[config.mk]
export PLATFORM = sky130hd
export DESIGN_NAME = alu_scrub_arbiter
export DESIGN_NICKNAME = d
export VERILOG_FILES = /design/src/rtl/alu_scrub_arbiter.sv
export SDC_FILE = /design/constraint.sdc
export NUM_CORES = 1
export LEC_CHECK = 0
export BUFFER_PORTS_ARGS = -buffer_cell sky130_fd_sc_hd__buf_2
export CAP_MARGIN = 5
export CORE_AREA = 2 2 150 152
export CTS_CLUSTER_DIAMETER = 200
export DETAILED_ROUTE_END_ITERATION = 10
export DIE_AREA = 0 0 152 154
export PLACE_DENSITY = 0.68
export RECOVER_POWER = 25
export SYNTH_ARGS = -nofsm -noshare
export SYNTH_HDL_FRONTEND = slang
export SYNTH_SLANG_ARGS = --single-unit
[constraint.sdc]
create_clock -name clk -period 3.54 [get_ports clk]
set_input_delay 0.177 -clock clk [delete_from_list [all_inputs] [get_ports clk]]
set_output_delay 0.177 -clock clk [all_outputs]
set_load 0.005 [all_outputs]
[src/rtl/alu_scrub_arbiter.sv]
// Shares a five-replica voted ALU between the core and a background scrub
// sequencer, and tracks per-replica disagreements with the voted output.
module alu_scrub_arbiter #(
   parameter int unsigned IDLE_WAIT    = 8,
   parameter int unsigned VECTORS      = 16,
   parameter int unsigned FAULT_THRESH = 3,
   parameter int unsigned CNT_W        = 4,
   parameter logic [31:0] LFSR_SEED    = 32'hACE10001
) (
   input  logic               clk,
   input  logic               reset,
   input  logic               core_req,
   input  logic [31:0]        core_a,
   input  logic [31:0]        core_b,
   input  logic [2:0]         core_cont,
   output logic               core_gnt,
   output logic [31:0]        alu_a,
   output logic [31:0]        alu_b,
   output logic [2:0]         alu_cont,
   input  logic [159:0]       rep_result,
   input  logic [4:0]         rep_zero,
   input  logic [31:0]        vote_result,
   input  logic               vote_zero,
   input  logic               clr_faults,
   output logic [5*CNT_W-1:0] fault_cnt,
   output logic [4:0]         fault_mask,
   output logic               alu_unreliable,
   output logic               scrub_busy,
   output logic               scrub_done,
   output logic [15:0]        scrub_passes
);

   localparam int unsigned IDLE_W = (IDLE_WAIT > 1) ? $clog2(IDLE_WAIT) : 1;
   localparam int unsigned VEC_W  = (VECTORS > 1) ? $clog2(VECTORS) : 1;
   localparam logic [31:0] LFSR_MASK = 32'h80200003;
   localparam logic [CNT_W-1:0] CNT_MAX = '1;

   typedef enum logic {S_WAIT, S_TEST} state_t;

   state_t                      state_q, state_d;
   logic [IDLE_W-1:0]           idle_q, idle_d;
   logic [VEC_W-1:0]            vec_q, vec_d;
   logic [2:0]                  op_q, op_d;
   logic [31:0]                 lfsr_q, lfsr_d, lfsr_next;
   logic                        done_d;
   logic [15:0]                 passes_d;
   logic [2:0]                  op_code;
   logic                        issue;
   logic [4:0]                  mismatch;
   logic [4:0][CNT_W-1:0]       cnt_q, cnt_inc;
   logic [4:0]                  mask_q;
   logic [2:0]                  n_flagged;

   assign core_gnt   = core_req;
   assign scrub_busy = (state_q == S_TEST);
   assign issue      = core_req | (state_q == S_TEST);
   assign fault_cnt  = cnt_q;
   assign fault_mask = mask_q;
   assign lfsr_next  = lfsr_q[0] ? ((lfsr_q >> 1) ^ LFSR_MASK) : (lfsr_q >> 1);

   // Self-test operation table: add, sub, and, or, slt
   always_comb begin
      op_code = 3'b010;
      case (op_q)
         3'd0:    op_code = 3'b010;
         3'd1:    op_code = 3'b110;
         3'd2:    op_code = 3'b000;
         3'd3:    op_code = 3'b001;
         3'd4:    op_code = 3'b111;
         default: op_code = 3'b010;
      endcase
   end

   // Core has strict priority over scrub vectors
   always_comb begin
      alu_a    = core_a;
      alu_b    = core_b;
      alu_cont = core_cont;
      if (!core_req && state_q == S_TEST) begin
         alu_a    = lfsr_q;
         alu_b    = {lfsr_q[15:0], lfsr_q[31:16]};
         alu_cont = op_code;
      end
   end

   always_comb begin
      state_d  = state_q;
      idle_d   = idle_q;
      vec_d    = vec_q;
      op_d     = op_q;
      lfsr_d   = lfsr_q;
      done_d   = 1'b0;
      passes_d = scrub_passes;
      case (state_q)
         S_WAIT: begin
            if (core_req) begin
               idle_d = '0;
            end else if (idle_q == IDLE_W'(IDLE_WAIT - 1)) begin
               state_d = S_TEST;
               idle_d  = '0;
            end else begin
               idle_d = idle_q + IDLE_W'(1);
            end
         end
         S_TEST: begin
            if (core_req) begin
               // Preemption keeps vec/op/lfsr so the pass resumes in place
               state_d = S_WAIT;
               idle_d  = '0;
            end else begin
               lfsr_d = lfsr_next;
               op_d   = (op_q == 3'd4) ? 3'd0 : op_q + 3'd1;
               if (vec_q == VEC_W'(VECTORS - 1)) begin
                  vec_d    = '0;
                  done_d   = 1'b1;
                  passes_d = scrub_passes + 16'd1;
                  state_d  = S_WAIT;
                  idle_d   = '0;
               end else begin
                  vec_d = vec_q + VEC_W'(1);
               end
            end
         end
      endcase
   end

   always_ff @(posedge clk or posedge reset) begin
      if (reset) begin
         state_q      <= S_WAIT;
         idle_q       <= '0;
         vec_q        <= '0;
         op_q         <= '0;
         lfsr_q       <= LFSR_SEED;
         scrub_done   <= 1'b0;
         scrub_passes <= '0;
      end else begin
         state_q      <= state_d;
         idle_q       <= idle_d;
         vec_q        <= vec_d;
         op_q         <= op_d;
         lfsr_q       <= lfsr_d;
         scrub_done   <= done_d;
         scrub_passes <= passes_d;
      end
   end

   always_comb begin
      for (int i = 0; i < 5; i++) begin
         mismatch[i] = (rep_result[32*i +: 32] != vote_result) | (rep_zero[i] != vote_zero);
         cnt_inc[i]  = (cnt_q[i] == CNT_MAX) ? cnt_q[i] : cnt_q[i] + CNT_W'(1);
      end
   end

   // Disagreement counters; flagged replicas are frozen, clear wins
   always_ff @(posedge clk or posedge reset) begin
      if (reset) begin
         cnt_q  <= '0;
         mask_q <= '0;
      end else if (clr_faults) begin
         cnt_q  <= '0;
         mask_q <= '0;
      end else if (issue) begin
         for (int i = 0; i < 5; i++) begin
            if (!mask_q[i] && mismatch[i]) begin
               cnt_q[i] <= cnt_inc[i];
               if (cnt_inc[i] >= CNT_W'(FAULT_THRESH)) mask_q[i] <= 1'b1;
            end
         end
      end
   end

   always_comb begin
      n_flagged = '0;
      for (int i = 0; i < 5; i++) n_flagged = n_flagged + 3'(mask_q[i]);
   end

   assign alu_unreliable = (n_flagged >= 3'd3);

endmodule

After elaboration in Yosys (flattened, before gate mapping):

Index checks and enable logic that the tools add are counted.

* register bits: 85
* input port bits: 269
* output and inout bits: 112
* logic and storage cells: 146

* $add $sub $neg: 13
* magnitude comparators: 6
* eq/ne operators: 22
* mux-type cells: 44
* bitwise gates (word level): 9
* reductions and logical operators: 35

Operators by type and width (count)
* $ne 32x32->1: 5
* $mux 32: 3
* $mux 4: 11
* $mux 20: 2
* $add 4x1->4 const B: 6
* $eq 4x4->1 const B: 6
* $reduce_bool 2->1: 11
* $ge 4x2->1 const B: 5
* $mux 3: 6
* $reduce_and 3->1: 6
* $mux 1: 17
* $add 16x1->16 const B: 1
* $pmux 3 s4: 1
* $reduce_and 2->1: 6
* $mux 5: 2
* $add 3x1->3: 2
* $add 3x1->3 const B: 2
* $eq 3x2->1 const B: 2
* $eq 3x3->1 const B: 2
* $logic_and 1x1->1: 6
* $logic_not 1->1: 6
* $or 1x1->1: 6
* $pmux 3 s2: 1
* $ne 1x1->1: 5
* other kinds (8): 9

Logic depth before layout (Yosys ltp):

* depth after elaboration: 7
* depth in mapped cells: 7

Worst setup path after synthesis:

No wires, ideal clock.

* kind: reg2out
* start: register mask_q[1] (netlist: fault_mask[1])
* end: output alu_unreliable
* data arrival time: 1.755 ns
* required time: 3.363 ns
* slack: 1.608 ns
* stages on the path, launching flop included: 7
* cell sequence: dfrtp_1 inv_1 fa_1 fa_1 inv_1 ha_1 a21o_1

* word-level cells in the longest chain between the ends: 5

RTL lines
* from (decl): RTL line 51 `logic [4:0] mask_q;`
* from (signal assigned): RTL line 158 `mask_q <= '0;`
* from (signal assigned): RTL line 161 `mask_q <= '0;`
* from (signal, indexed assignment): RTL line 166 `if (cnt_inc[i] >= CNT_W'(FAULT_THRESH)) mask_q[i] <= 1'b1;`
* $add 1x1->2: RTL line 174 `for (int i = 0; i < 5; i++) n_flagged = n_flagged + 3'(mask_q[i]);`
* $add 2x1->3: RTL line 174
* $add 3x1->3 (2 in a row): RTL line 174
* $ge 3x2->1: RTL line 177 `assign alu_unreliable = (n_flagged >= 3'd3);`
* to (decl): RTL line 27 `output logic alu_unreliable,`

Every way passes these cells.

Worst setup path after layout:

* start: register mask_q[3] (netlist: fault_mask[3])
* end: output alu_unreliable

* word-level cells in the longest chain between the ends: 3

RTL lines (RTL line)
* $add 3x1->3 (2 in a row): 174
* $ge 3x2->1: 177

Every way passes these cells.

==> results.py <==
metrics = {
    "grt": {
        "grt_pass1_wl_um": 38300,
        "grt_max_degree": 69,
        "grt_use_total_pct": 20.9,
        "grt_antenna_before_repair": 2,
        "gr-total-overflow": 0,
        "grt_pass1_vias": 6738,
    },
    "layout": {
        "layout_common_cells": "360 x buf_2, 256 x nand2_1, 154 x xor2_1, 76 x dfrtp_1, 34 x nor4_1",
        "layout_commonest_cell": "buf_2",
        "fin_nets": 1451,
        "final_area_mm2": 0.00898,
        "fillers": 2226,
        "drive_gt1_share_pct": 35.5,
        "area_delta_synth_final_pct": 32.9,
    },
    "sta": {
        "maxSlewHeadroom_pct": -19.1,
        "worst_pin_slew_ns": 1.79,
        "fin_skew_ns": 0.00642,
        "rsz0062_at_grt": "false",
        "setup_tns_ns": 0,
        "period_share_pct": 71.0,
        "worst_hold_slack_ns": 0.283,
        "final_hold_viol_count": 0,
        "setup_viol": 0,
        "period_minus_slack_ns": 2.51,
        "fmax_mhz": 398,
        "slew_violations": 36,
        "finalWorstSetupSlack_ns": 1.03,
    },
    "yosys": {
        "synth_area_mm2": 0.00676,
        "yosys.area_share.simple_pct": 26.8,
        "synthMuxAreaShare_pct": 2.65,
        "synthesis.nets": 1110,
        "yosys.area.top_type": "dfrtp_1",
        "synthFlopType": "dfrtp_1",
        "synth_area_per_cell_um2": 8.20,
        "yosysTopAreaCellShare_pct": 28.1,
        "synthCells": 824,
        "synth_adder_area_share_pct": 3.37,
        "synth.area.top_cells": "dfrtp_1 28%, xor2_1 20%, nand2_1 14%, xnor2_1 3.8%, dfstp_2 3.5%",
        "synth-seq-cells": 85,
        "synth_edf_count": 0,
        "yosysUniqueCellTypes": 52,
        "synthXorXnorAreaFrac_pct": 24.0,
        "ys_async_sr_fraction_pct": 100,
        "synth_warnings": 0,
        "synth_top_family_by_area": "simple AND/OR/NAND/NOR gates",
        "synth_seq_area_share_pct": 31.6,
        "synth_compound_area_share_pct": 5.28,
    },
    "clock_tree": {
        "clockBufferDepth": 2,
        "cts_buffers": 9,
        "clockRootBuffer": "clkbuf_16",
        "cts_sinks": 85,
        "cts_tree": "done",
        "cts.clk_slew.worst_paths_ns": 0.06,
        "clock_latency_ns": 0.33,
        "cts_setup_buffers": 0,
        "cts_resized": 0,
        "cts.htree.levels": 3,
    },
    "worst_setup_path": {
        "crit_slowest_cell": "fa_1",
        "critical-path-top-delay-family": "adder cells",
        "cp_data_arrival_time_ns": 2.34,
        "required_ns": 3.36,
        "worst-setup-path-type": "reg2out",
        "path_max_fanout": 5,
        "worstPathCellList": "inv_1, fa_1, fa_1, inv_1, ha_1, a21o_1, buf_2",
        "slowest_delay_ns": 0.47,
        "critPathBufInv": 3,
        "critPathCaptureType": "output pin",
        "start_kind": "register",
    },
    "die": {
        "die_y_um": 154,
        "die-area_mm2": 0.0234,
        "pin_count": 381,
        "start_util_pct": 31.2,
        "dieWidth_um": 152,
        "fp-row-count": 54,
        "core_area_mm2": 0.0217,
    },
    "power": {
        "pwr-share-clk_pct": 33.8,
        "pwr-share-comb_pct": 27.1,
        "p_seq_share_pct": 39.1,
        "peakVddDrop_v": 0.000218,
        "p_per_area_mw_per_mm2": 301,
        "p_sw_w": 0.000804,
        "intPower_w": 0.00189,
        "swShare_pct": 29.8,
        "leakage_nw": 4.94,
    },
    "run": {
        "cap_violations": 1,
    },
    "routing": {
        "wl_per_cell_um": 17.2,
        "drt_first_pass_iters": 5,
        "final_antenna_net_count": 0,
        "wirelength_um": 24900,
        "viasPerCell": 4.71,
        "drtIter0Drc": 466,
        "drc": 0,
        "vias": 6842,
    },
    "placed_design": {
        "hpwlAfterDp_um": 20800,
        "place_ws_ns": 1.14,
        "routabilityCongestion": 1.04,
        "io_buffers": 380,
        "dpl_cell_area_mm2": 0.00871,
    },
    "min_path": {
        "hold_path_class": "in2reg",
    },
    "status": {
        "violations": "max-capacitance violations, max-slew violations",
        "status": "complete, but fails checks",
    },
}
flip-flops by register name (all words and copies together) (netlist names):
| name | cells |
|---|---|
| lfsr_q | 32 |
| fault_cnt | 20 |
| scrub_passes | 16 |
| fault_mask | 5 |
| vec_q | 4 |
| idle_q | 3 |
| op_q | 3 |
| scrub_busy | 1 |
| scrub_done | 1 |
what timing repair did:
| item | in CTS | in global routing |
|---|---|---|
| setup endpoints to repair | 0 | 0 |
| hold endpoints to repair | 4 | 0 |
| hold buffers | 1 | 0 |
path summary, 6_finish.rpt:
check | end | start | depth (start not counted) | slack (ns)
setup / recovery | alu_unreliable | fault_mask[3] | 7 | 1.03
hold / removal | fault_mask[0] | clr_faults | 2 | 0.28
setup reg to reg | scrub_passes[15] | scrub_busy | 6 | 1.42
hold reg to reg | lfsr_q[26] | lfsr_q[26] | 2 | 0.46
max in group asynchronous | op_q[2] | reset | 4 | 1.31
min in group asynchronous | scrub_passes[11] | reset | 3 | 0.29
synthesized netlist by cell type, drive strengths merged (17+ instances only):
cell type,number
nor2,24
xor2,155
inv,23
nor4,39
buf,37
clkbuf,18
nand2,256
nand3,17
o21ai,19
nand4,18
dfrtp,76
xnor2,29
stage by stage:
step / util (%) / std cells / total power [W]
2_1_floorplan: - / 824 / 0.00147
3_3_place_gp: 40.2 / 1433 / 0.00180
3_5_place_dp: 40.2 / 1433 / 0.00180
4_1_cts: 41.5 / 1450 / 0.00273
5_1_grt: 41.4 / 1452 / 0.00285
6_report: 41.4 / 1452 / 0.00270
metal layers:
metal / vias up / track usage (%) / wire [um]
met5: - / 0 / 0
met4: 0 / 5.61 / 465
met3: 27 / 5.67 / 1800
met2: 241 / 32.8 / 11400
met1: 3208 / 28.4 / 11200
li1: 3366 / - / -
worst register-to-register path, cell delays in order, from the launching register on:
cell and delay (ns):
dfrtp_1 0.48, nand2b_4 0.29, nor4_2 0.41, nand4_1 0.23
nor2_1 0.32, nand3_1 0.14, xnor2_1 0.14
cell families after synthesis:
logic type | count (synthesis)
adders and majority gates | 17
muxes | 15
and+or+nand+nor | 393
buffers and inverters | 78
DFF | 85
AOI/OAI and AO/OA | 52
xor gates and xnor gates | 184
area by class of cell:
type	count	area, um^2	area share (%)
clock inverters	3	40.0	0.446
clock buffers	13	240	2.68
diodes	2	5.00	0.0558
flip-flops and latches	85	2140	23.8
multi-input cells	661	4200	46.8
repair buffers	385	1910	21.3
well taps	280	350	3.90
inverters	23	87.6	0.976
power by group through the flow:
stage                     clock (W)  sequential [W]  combinational, W
after CTS                  0.000939         0.00105          0.000737
after global placement            0         0.00107          0.000731
after detailed placement          0         0.00107          0.000732
after floorplan                   0         0.00106          0.000408
final                      0.000912         0.00105          0.000730
after global routing       0.000975         0.00106          0.000810
Note: power is estimated with default switching activity, not from simulation.
